--- src/rtl/dmem_arbiter_pkg.sv ---
// Shared types and constants for the data-memory arbiter: FSM state encoding,
// owner encoding and the byte-address range check.
package dmem_arbiter_pkg;

   typedef enum logic [1:0] {
      ST_IDLE   = 2'd0,
      ST_ACCESS = 2'd1,
      ST_RESP   = 2'd2
   } state_t;

   localparam logic OWN_CPU = 1'b0;
   localparam logic OWN_DMA = 1'b1;

   // True when every byte-address bit above the word-address field is zero.
   function automatic logic addrInRange(input logic [31:0] addr, input int addrWidth);
      return (addr >> (addrWidth + 2)) == 32'd0;
   endfunction

endpackage

--- src/rtl/dmem_arb_pick.sv ---
// Combinational winner select between CPU and DMA requesters.
// Define DMEM_ARB_RR_EN for round-robin on contention; otherwise CPU has fixed priority.
module dmem_arb_pick
   import dmem_arbiter_pkg::*;
(
   input  logic i_cpuReq,
   input  logic i_dmaReq,
`ifdef DMEM_ARB_RR_EN
   input  logic i_owner,
`endif
   output logic o_winner,
   output logic o_valid
);

   always_comb begin
      o_valid = i_cpuReq | i_dmaReq;
`ifdef DMEM_ARB_RR_EN
      // On contention hand the grant to whoever did not win last time.
      if (i_cpuReq && i_dmaReq) begin
         o_winner = ~i_owner;
      end else begin
         o_winner = i_cpuReq ? OWN_CPU : OWN_DMA;
      end
`else
      o_winner = i_cpuReq ? OWN_CPU : OWN_DMA;
`endif
   end

endmodule

--- src/rtl/dmem_arbiter.sv ---
// Shares the single-port data memory between the CPU load/store path and a DMA port
// through an IDLE -> ACCESS -> RESP sequencer. DMEM_ARB_RR_EN selects round-robin arbitration.
module dmem_arbiter
   import dmem_arbiter_pkg::*;
#(
   parameter int ADDR_WIDTH = 10,
   parameter int DATA_WIDTH = 32,
   parameter int MEM_LAT    = 1
)(
   input  logic                  clk,
   input  logic                  reset_b,
   input  logic                  cpu_req,
   input  logic                  cpu_we,
   input  logic [31:0]           cpu_addr,
   input  logic [DATA_WIDTH-1:0] cpu_wdata,
   output logic [DATA_WIDTH-1:0] cpu_rdata,
   output logic                  cpu_ack,
   output logic                  cpu_stall,
   input  logic                  dma_req,
   input  logic                  dma_we,
   input  logic [31:0]           dma_addr,
   input  logic [DATA_WIDTH-1:0] dma_wdata,
   output logic [DATA_WIDTH-1:0] dma_rdata,
   output logic                  dma_ack,
   output logic [ADDR_WIDTH-1:0] mem_addr,
   output logic                  mem_we,
   output logic [DATA_WIDTH-1:0] mem_wdata,
   input  logic [DATA_WIDTH-1:0] mem_rdata,
   output logic                  owner,
   output logic                  addr_err
);

   localparam int CNT_W = $clog2(MEM_LAT + 1);

   state_t               r_state;
   logic [CNT_W-1:0]     r_cnt;
   logic                 r_owner;
   logic                 r_we;
   logic                 r_oor;

   logic                  w_winner;
   logic                  w_valid;
   logic                  w_selWe;
   logic [31:0]           w_selAddr;
   logic [DATA_WIDTH-1:0] w_selWdata;
   logic                  w_oor;

   dmem_arb_pick u_pick (
      .i_cpuReq (cpu_req),
      .i_dmaReq (dma_req),
`ifdef DMEM_ARB_RR_EN
      .i_owner  (r_owner),
`endif
      .o_winner (w_winner),
      .o_valid  (w_valid)
   );

   assign w_selWe    = (w_winner == OWN_CPU) ? cpu_we    : dma_we;
   assign w_selAddr  = (w_winner == OWN_CPU) ? cpu_addr  : dma_addr;
   assign w_selWdata = (w_winner == OWN_CPU) ? cpu_wdata : dma_wdata;
   assign w_oor      = ~addrInRange(w_selAddr, ADDR_WIDTH);

   assign owner     = r_owner;
   assign cpu_stall = cpu_req & ~cpu_ack;

   always_ff @(posedge clk) begin
      if (reset_b) begin
         r_state   <= ST_IDLE;
         r_cnt     <= '0;
         r_owner   <= OWN_DMA;
         r_we      <= 1'b0;
         r_oor     <= 1'b0;
         mem_addr  <= '0;
         mem_we    <= 1'b0;
         mem_wdata <= '0;
         cpu_rdata <= '0;
         dma_rdata <= '0;
         cpu_ack   <= 1'b0;
         dma_ack   <= 1'b0;
         addr_err  <= 1'b0;
      end else begin
         case (r_state)
            ST_IDLE: begin
               if (w_valid) begin
                  r_owner   <= w_winner;
                  r_we      <= w_selWe;
                  r_oor     <= w_oor;
                  mem_addr  <= w_selAddr[ADDR_WIDTH+1:2];
                  mem_wdata <= w_selWdata;
                  mem_we    <= w_selWe & ~w_oor;
                  r_cnt     <= CNT_W'(MEM_LAT);
                  if (w_oor) begin
                     addr_err <= 1'b1;
                  end
                  r_state   <= ST_ACCESS;
               end
            end
            ST_ACCESS: begin
               // The write strobe lives only in the first access cycle; the read is captured in the last.
               mem_we <= 1'b0;
               r_cnt  <= r_cnt - CNT_W'(1);
               if (r_cnt == CNT_W'(1)) begin
                  if (!r_we) begin
                     if (r_owner == OWN_CPU) begin
                        cpu_rdata <= r_oor ? '0 : mem_rdata;
                     end else begin
                        dma_rdata <= r_oor ? '0 : mem_rdata;
                     end
                  end
                  if (r_owner == OWN_CPU) begin
                     cpu_ack <= 1'b1;
                  end else begin
                     dma_ack <= 1'b1;
                  end
                  r_state <= ST_RESP;
               end
            end
            ST_RESP: begin
               cpu_ack <= 1'b0;
               dma_ack <= 1'b0;
               r_state <= ST_IDLE;
            end
            default: begin
               r_state <= ST_IDLE;
            end
         endcase
      end
   end

endmodule

--- config.mk ---
export PLATFORM = sky130hd
export DESIGN_NAME = dmem_arbiter
export DESIGN_NICKNAME = d
export VERILOG_FILES = /design/src/rtl/dmem_arbiter_pkg.sv /design/src/rtl/dmem_arb_pick.sv /design/src/rtl/dmem_arbiter.sv
export SDC_FILE = /design/constraint.sdc
export NUM_CORES = 1
export LEC_CHECK = 0
export CAP_MARGIN = 0
export CELL_PAD_IN_SITES_DETAIL_PLACEMENT = 0
export CELL_PAD_IN_SITES_GLOBAL_PLACEMENT = 1
export CORE_ASPECT_RATIO = 1.25
export CORE_MARGIN = 2
export CORE_UTILIZATION = 43
export DETAILED_ROUTE_END_ITERATION = 10
export DONT_BUFFER_PORTS = 1
export GPL_ROUTABILITY_DRIVEN = 0
export PLACE_DENSITY = 0.88
export SLEW_MARGIN = 20
export SYNTH_ARGS = -nofsm -noshare
export SYNTH_HDL_FRONTEND = slang
export SYNTH_SLANG_ARGS = --single-unit
--- constraint.sdc ---
create_clock -name clk -period 1.62 [get_ports clk]
set_input_delay 0.243 -clock clk [delete_from_list [all_inputs] [get_ports clk]]
set_output_delay 0.243 -clock clk [all_outputs]
set_load 0.01 [all_outputs]
==> metrics.log, run 1 <==
[metrics] uppermost routed layer: met5
[metrics] status: finished, violations left
[metrics] standard cell core area: 11,000 sq um
[metrics] Post-Route Skew: 0.00534 ns
[metrics] first-pass GRT wire length: 19,600 um
[metrics] critical path endpoint category: flip-flop
[metrics] sequential element share of the synthesized area: 48.6%
[metrics] number of placement rows: 43
[metrics] Area Growth Syn to Fin: 17.5%
[metrics] Initial Util: 43.6%
[metrics] wire length after detailed routing: 13,300 um
[metrics] cell count after synthesis: 565
[metrics] Synth Register Bits: 116
[metrics] warning count from the yosys run: 0
[metrics] Final setup violation count: 0
[metrics] clock root cell: sky130_fd_sc_hd__clkbuf_16
[metrics] maximum number of pins on one net before global-route repair: 118
[metrics] ordered cell list for the critical path: nand3b_4, or3b_1, buf_4, nand2_1, a21oi_1
[metrics] Port-buffer cells: 0
[metrics] number of max-cap violations: 0
[metrics] violations in the final reports: hold timing
[metrics] worst-case headroom to the max-slew limit: 71.6%
[metrics] commonest non-fill, non-tap cell in the layout: sky130_fd_sc_hd__nand2_1
[metrics] routed length per placed instance: 18.8 um
[metrics] Least-Margin Pin Slew: 0.426 ns
[metrics] synthesized net count: 731
[metrics] Distinct cells, synth: 30
[metrics] met3 layer wire length in the routed design: 1290 um
[metrics] CTS buffer count: 17
[metrics] Crit Path Class: flip-flop to flip-flop
[metrics] global route total overflow: 0
[metrics] vias in the first global route: 3,712
[metrics] setup repair after global routing missed its margin: no
[metrics] overall track demand over capacity in global routing: 21.1%
[metrics] Worst-Skew Late Latency: 0.40 ns
[metrics] number of nets at the end of the flow: 725
[metrics] detailed-route via count: 3,892
[metrics] DRC errors left: 0
[metrics] Slew Viols, Final: 0
[metrics] Final Hold Vio Count: 66
[metrics] htree depth: 4
[metrics] Reg clk slew, reported paths: 0.06 ns
[metrics] Hold Path Class: primary input to flip-flop
[metrics] Crit path arrival time: 1.80 ns
[metrics] pre-CTS setup slack: -0.0442 ns
[metrics] count of clock tree sinks: 116
[metrics] post-route setup TNS: 0 ns
[metrics] ratio of final minimum period to clock period: 93.9%
[metrics] number of antenna violations at the first check in global routing: 3
[metrics] top fanout value on the critical path: 32
[metrics] hpwl dp: 9400 um
[metrics] setup slack after layout: 0.0986 ns
[metrics] TritonCTS clock tree: done
[metrics] first-pass iteration count of the detailed router: 7
[metrics] cell leakage power: 2.08 nW
[metrics] share of post-route cells with drive strength above 1: 9.62%
[metrics] hold_ws: -0.0774 ns
[metrics] number of top-level design ports: 278
[metrics] full die area: 12,000 sq um
[metrics] met1 wire length: 4720 um
[metrics] via density per instance: 5.50
[metrics] number of buffers on the longest clock path: 2
[metrics] number of hold-repair buffers added at the cts stage: 4
[metrics] mean area per synthesized cell: 8.46 sq um
[metrics] commonest cells after routing, fill and taps aside: 130 x sky130_fd_sc_hd__nand2_1, 114 x sky130_fd_sc_hd__dfxtp_1, 70 x sky130_fd_sc_hd__a21oi_1
[metrics] number of routed nets with antenna violations: 0
[metrics] height of the die: 122 um
[metrics] required time worst endpoint: 1.90 ns
[metrics] cell area after synthesis: 4780 sq um
[metrics] startpoint type of the worst setup path: flip-flop
[metrics] power density of the placed cells: 1380 nW/um^2
[metrics] number of DRC markers in iteration 0: 157
[metrics] Met2 Wirelength: 6970 um
[metrics] x dimension of the die: 98.3 um
[metrics] Critical Path Max Stage Delay: 0.41 ns
[metrics] crit path max-delay cell type: sky130_fd_sc_hd__dfxtp_4
[metrics] Max Fclk: 0.657 GHz
[metrics] Min Clock Period, post-route: 1.52 ns
[metrics] peak ir drop on the vdd network: 0.862 mV
==> synth_stat cells, drive strengths merged <==
master	n	area share [%]
nand4	2	0.26
o41ai	1	0.18
mux2i	43	9.0
clkbuf	20	1.6
nor4	8	1.0
buf	25	3.0
nor3	6	0.84
nand2	130	10
o21ai	3	0.31
nand3b	2	0.58
inv	1	0.078
a211o	1	0.18
or3	2	0.26
a21oi	70	7.3
o22a	1	0.18
o221ai	1	0.18
nor2	48	3.8
nor2b	34	4.4
a211oi	43	6.8
and3b	1	0.18
dfxtp	116	49
or3b	1	0.18
nand2b	3	0.39
nor3b	2	0.42
or2	1	0.13
==> per-stage QoR <==
| step | hold WS [ns] | util [%] | instance area [sq um] | cells | power (mW) |
|---|---|---|---|---|---|
| 2_1_floorplan | 0.470 | - | 4780 | 565 | 3.85 |
| 3_3_place_gp | 0.321 | 44.8 | 4910 | 668 | 3.97 |
| 3_5_place_dp | 0.324 | 44.8 | 4910 | 668 | 4.01 |
| 4_1_cts | -0.0988 | 50.7 | 5570 | 704 | 7.82 |
| 5_1_grt | -0.0949 | 51.2 | 5610 | 707 | 8.10 |
| 6_report | -0.0774 | 51.2 | 5620 | 708 | 7.78 |
==> state kept, by name, indices dropped and copies added (netlist names) <==
signal / count
cpu_rdata: 32
dma_rdata: 32
mem_wdata: 32
mem_addr: 10
r_state: 2
addr_err: 1
cpu_ack: 1
dma_ack: 1
mem_we: 1
owner: 1
r_cnt: 1
r_oor: 1
r_we: 1
==> power breakdown <==
part / total [mW] / switching [mW] / internal, mW
clock: 3.79 / 1.29 / 2.50
combinational: 0.706 / 0.374 / 0.332
sequential: 3.28 / 0.238 / 3.05
total: 7.78 / 1.90 / 5.88
==> metal layers <==
metal / vias to the layer above / global-route usage, %
li1: 1916 / -
met1: 1770 / 21.5
met2: 179 / 37.7
met3: 23 / 9.52
met4: 4 / 8.30
met5: - / 0
==> critical path: cells and delay by family, from the launching register on <==
kind / cells / cell delay, ns
buffers and inverters: 1 / 0.26
DFF: 1 / 0.41
and+or+nand+nor: 3 / 0.65
AOI/OAI and AO/OA: 1 / 0.07
==> repair_timing <==
item                                    CTS  global route
pin swaps                                 0             1
setup buffers                             0             2
resized for setup                         1             4
cloned                                    0             1
endpoints found under the setup margin   32            37
endpoints found under the hold margin   116           110
==> kinds of logic (layout without fill, tap and decap cells) <==
| family | count (synthesis) | in the layout | synth area share, % |
|---|---|---|---|
| AOI/OAI and AO/OA | 120 | 120 | 15.1 |
| buffers and inverters | 46 | 53 | 4.60 |
| DFF | 116 | 116 | 48.6 |
| muxes | 43 | 43 | 9.00 |
| other | 0 | 1 | 0 |
| and+or+nand+nor | 240 | 240 | 22.7 |
==> layout make-up <==
| cell class | instances | area, sq um |
|---|---|---|
| diodes | 1 | 2.50 |
| clock buffers | 20 | 457 |
| clock inverters | 12 | 154 |
| fillers | 1054 | 5360 |
| inverters | 1 | 3.75 |
| multi-input cells | 403 | 2260 |
| flip-flops and latches | 116 | 2330 |
| well taps | 135 | 169 |
| repair buffers | 20 | 240 |
==> path summary, 6_finish.rpt <==
check,slack (ns),start,endpoint,depth (start not counted)
max,0.1,r_state[0]$_SDFFE_PP0P_,dma_rdata[25]$_SDFFE_PP0P_,5
min,-0.08,reset_b,mem_wdata[15]$_SDFFE_PP0P_,1
max reg2reg,0.1,r_state[0]$_SDFFE_PP0P_,dma_rdata[25]$_SDFFE_PP0P_,5
min reg2reg,0.50,cpu_rdata[10]$_SDFFE_PP0P_,cpu_rdata[10]$_SDFFE_PP0P_,2
No activity file was read; power rests on OpenSTA's default activity.
==> run 2, diff against run 1 <==
--- a/constraint.sdc
+++ b/constraint.sdc
@@ -3,2 +3,2 @@
 set_output_delay 0.243 -clock clk [all_outputs]
-set_load 0.01 [all_outputs]
+set_load 0.02 [all_outputs]
==> run 2 against run 1 <==
  * The flow still finishes with violations (hold timing)
  * Final cell count decreased by 0.14%
  * Sequential power increased by 4%
  * Sequential cell count unchanged
  * First-iteration DRC count increased by 2.5%
  * Die area unchanged
  * Largest cell class unchanged
==> metrics.log, run 2 (synthesis gave the netlist of run 1 again) <==
[metrics] via density per instance: 5.51
[metrics] Least-Margin Pin Slew: 0.428 ns
[metrics] height of the die: 122 um
[metrics] violations in the final reports: hold timing
[metrics] number of instances on the worst hold path: 1
[metrics] number of DRC markers in iteration 0: 161
[metrics] switching share of power: 25.4%
[metrics] overall track demand over capacity in global routing: 21.2%
[metrics] Clk network pwr share: 49.0%
[metrics] power density of the placed cells: 1430 nW/um^2
[metrics] critical path endpoint category: flip-flop
[metrics] detailed-route via count: 3,896
[metrics] reg-to-reg setup timing slack: 0.06 ns
[metrics] number of placement rows: 43
[metrics] maximum number of pins on one net before global-route repair: 118
[metrics] net load switching power: 2.05 mW
[metrics] Reg power frac: 42.1%
[metrics] x dimension of the die: 98.3 um
[metrics] Final Hold Vio Count: 64
[metrics] required time worst endpoint: 1.96 ns
[metrics] ratio of final minimum period to clock period: 96.6%
[metrics] Critical R2R Capture: cpu_ack$_SDFFE_PP0P_
[metrics] clock root cell: sky130_fd_sc_hd__clkbuf_16
[metrics] startpoint type of the worst setup path: flip-flop
[metrics] routed length per placed instance: 18.8 um
[metrics] Crit path arrival time: 1.91 ns
[metrics] first-pass GRT wire length: 19,700 um
[metrics] count of clock tree sinks: 116
[metrics] number of max-cap violations: 0
[metrics] TritonCTS clock tree: done
[metrics] number of buffers on the longest clock path: 2
[metrics] standard cell core area: 11,000 sq um
[metrics] startpoint of the most critical register-to-register path: owner$_SDFFE_PP1P_
[metrics] first-pass iteration count of the detailed router: 6
[metrics] hold_ws: -0.0853 ns
[metrics] Port-buffer cells: 0
[metrics] Worst-Skew Late Latency: 0.40 ns
[metrics] proportion of power drawn by combinational gates: 8.8%
[metrics] htree depth: 4
[metrics] number of routed nets with antenna violations: 0
[metrics] commonest non-fill, non-tap cell in the layout: sky130_fd_sc_hd__nand2_1
[metrics] hpwl dp: 9370 um
[metrics] commonest cells after routing, fill and taps aside: 130 x sky130_fd_sc_hd__nand2_1, 112 x sky130_fd_sc_hd__dfxtp_1, 70 x sky130_fd_sc_hd__a21oi_1
[metrics] Final setup violation count: 0
[metrics] sink of the worst hold path: dma_rdata[13]$_SDFFE_PP0P_
[metrics] Area Growth Syn to Fin: 18.2%
[metrics] internal cell power: 6.04 mW
[metrics] top fanout value on the critical path: 5
[metrics] number of nets at the end of the flow: 725
[metrics] cell area after layout: 5650 sq um
[metrics] wire length after detailed routing: 13,300 um
[metrics] CTS buffer count: 17
[metrics] Min Clock Period, post-route: 1.56 ns
[metrics] full die area: 12,000 sq um
[metrics] setup repair after global routing missed its margin: no
[metrics] diode insertion count for antenna repair: 0
[metrics] share of post-route cells with drive strength above 1: 9.97%
[metrics] dpl cell area: 4910 sq um
[metrics] cell leakage power: 2.10 nW
[metrics] DRC errors left: 0
[metrics] number of top-level design ports: 278
[metrics] number of hold-repair buffers added at the cts stage: 4
[metrics] Crit Path Class: flip-flop to flip-flop
[metrics] Slew Viols, Final: 0
[metrics] Reg clk slew, reported paths: 0.06 ns
[metrics] Hold Path Class: primary input to flip-flop
[metrics] peak ir drop on the vdd network: 0.585 mV
[metrics] worst reg2reg path depth: 5
[metrics] post-route setup TNS: 0 ns
[metrics] HP Start: reset_b
[metrics] global route total overflow: 0
[metrics] Max Fclk: 0.639 GHz
[metrics] biggest regs: cpu_rdata x32, dma_rdata x32, mem_wdata x32
[metrics] worst-case headroom to the max-slew limit: 71.5%
[metrics] Post-Route Skew: 0.00729 ns
[metrics] status: finished, violations left
[metrics] number of antenna violations at the first check in global routing: 2
[metrics] vias in the first global route: 3,792
[metrics] Initial Util: 43.6%
run 2: cell types whose count changed in the layout (fill, tap and decap cells not counted):
cell,previous run,this run
sky130_fd_sc_hd__buf_6,0,1
sky130_fd_sc_hd__dfxtp_1,114,112
sky130_fd_sc_hd__clkinv_2,3,2
sky130_fd_sc_hd__buf_4,10,9
sky130_fd_sc_hd__bufinv_16,3,4
sky130_fd_sc_hd__nor3_2,1,0
sky130_fd_sc_hd__dfxtp_2,1,3
sky130_fd_sc_hd__inv_6,1,0
sky130_fd_sc_hd__diode_2,1,0
sky130_fd_sc_hd__nor3_4,2,3
sky130_fd_sc_hd__clkinv_4,2,3
run 2: power by group through the flow:
stage / clock (mW) / sequential [mW] / combinational [mW]
4_1_cts: 4.04 / 3.41 / 0.681
3_5_place_dp: 0 / 3.47 / 0.666
2_1_floorplan: 0 / 3.41 / 0.567
3_3_place_gp: 0 / 3.46 / 0.641
6_report: 3.97 / 3.41 / 0.713
5_1_grt: 4.18 / 3.43 / 0.801
run 2: timing repair:
item,in CTS,in global routing
buffers inserted,0,2
pin swaps,0,1
endpoints found under the hold margin,116,112
endpoints found under the setup margin,32,19
gates cloned,0,1
resized for setup,1,8
run 2: worst max-delay path by stage:
stage                     slack (ns)                    endpoint  depth (start not counted)                     from
after global placement          0.03  dma_rdata[16]$_SDFFE_PP0P_                          5  r_state[0]$_SDFFE_PP0P_
final                           0.06        cpu_ack$_SDFFE_PP0P_                          5       owner$_SDFFE_PP1P_
after floorplan                 0.14  dma_rdata[13]$_SDFFE_PP0P_                          7  r_state[1]$_SDFFE_PP0P_
after global routing           0.002        dma_ack$_SDFFE_PP0P_                          5       owner$_SDFFE_PP1P_
after detailed placement       -0.04  dma_rdata[25]$_SDFFE_PP0P_                          5  r_state[0]$_SDFFE_PP0P_
after CTS                       0.04        cpu_ack$_SDFFE_PP0P_                          5       owner$_SDFFE_PP1P_
run 2: area by class of cell:
| type | instances | area (sq um) |
|---|---|---|
| timing repair buffer | 20 | 244 |
| tap | 135 | 169 |
| inverter | 1 | 3.75 |
| clock buffer | 20 | 457 |
| fill | 1051 | 5320 |
| clock inverter | 12 | 179 |
| sequential | 116 | 2330 |
| multi-input combinational | 403 | 2270 |
run 2: layer usage:
layer | GRT usage [%] | wire [um] | vias up
li1 | - | - | 1915
met1 | 22.4 | 4690 | 1759
met2 | 36.6 | 6930 | 191
met3 | 8.72 | 1270 | 27
met4 | 10.1 | 402 | 4
met5 | 0 | 30 | -
run 2: worst max-delay path, cell delays in order (launching register included):
cell                            delay [ns]
sky130_fd_sc_hd__dfxtp_2              0.33
sky130_fd_sc_hd__buf_6                0.14
sky130_fd_sc_hd__nor3b_1              0.22
sky130_fd_sc_hd__o21ai_0              0.11
sky130_fd_sc_hd__a21oi_1              0.14
sky130_fd_sc_hd__dlygate4sd3_1        0.56
run 2: through the flow:
stage / total power [mW] / std cells / utilization, % / worst slack [ns]
after global routing: 8.40 / 707 / 51.5 / 0.00173
after CTS: 8.13 / 704 / 50.9 / 0.0356
after floorplan: 3.98 / 565 / - / 0.139
after detailed placement: 4.14 / 668 / 44.8 / -0.0368
final: 8.09 / 707 / 51.5 / 0.0558
after global placement: 4.10 / 668 / 44.8 / 0.0324
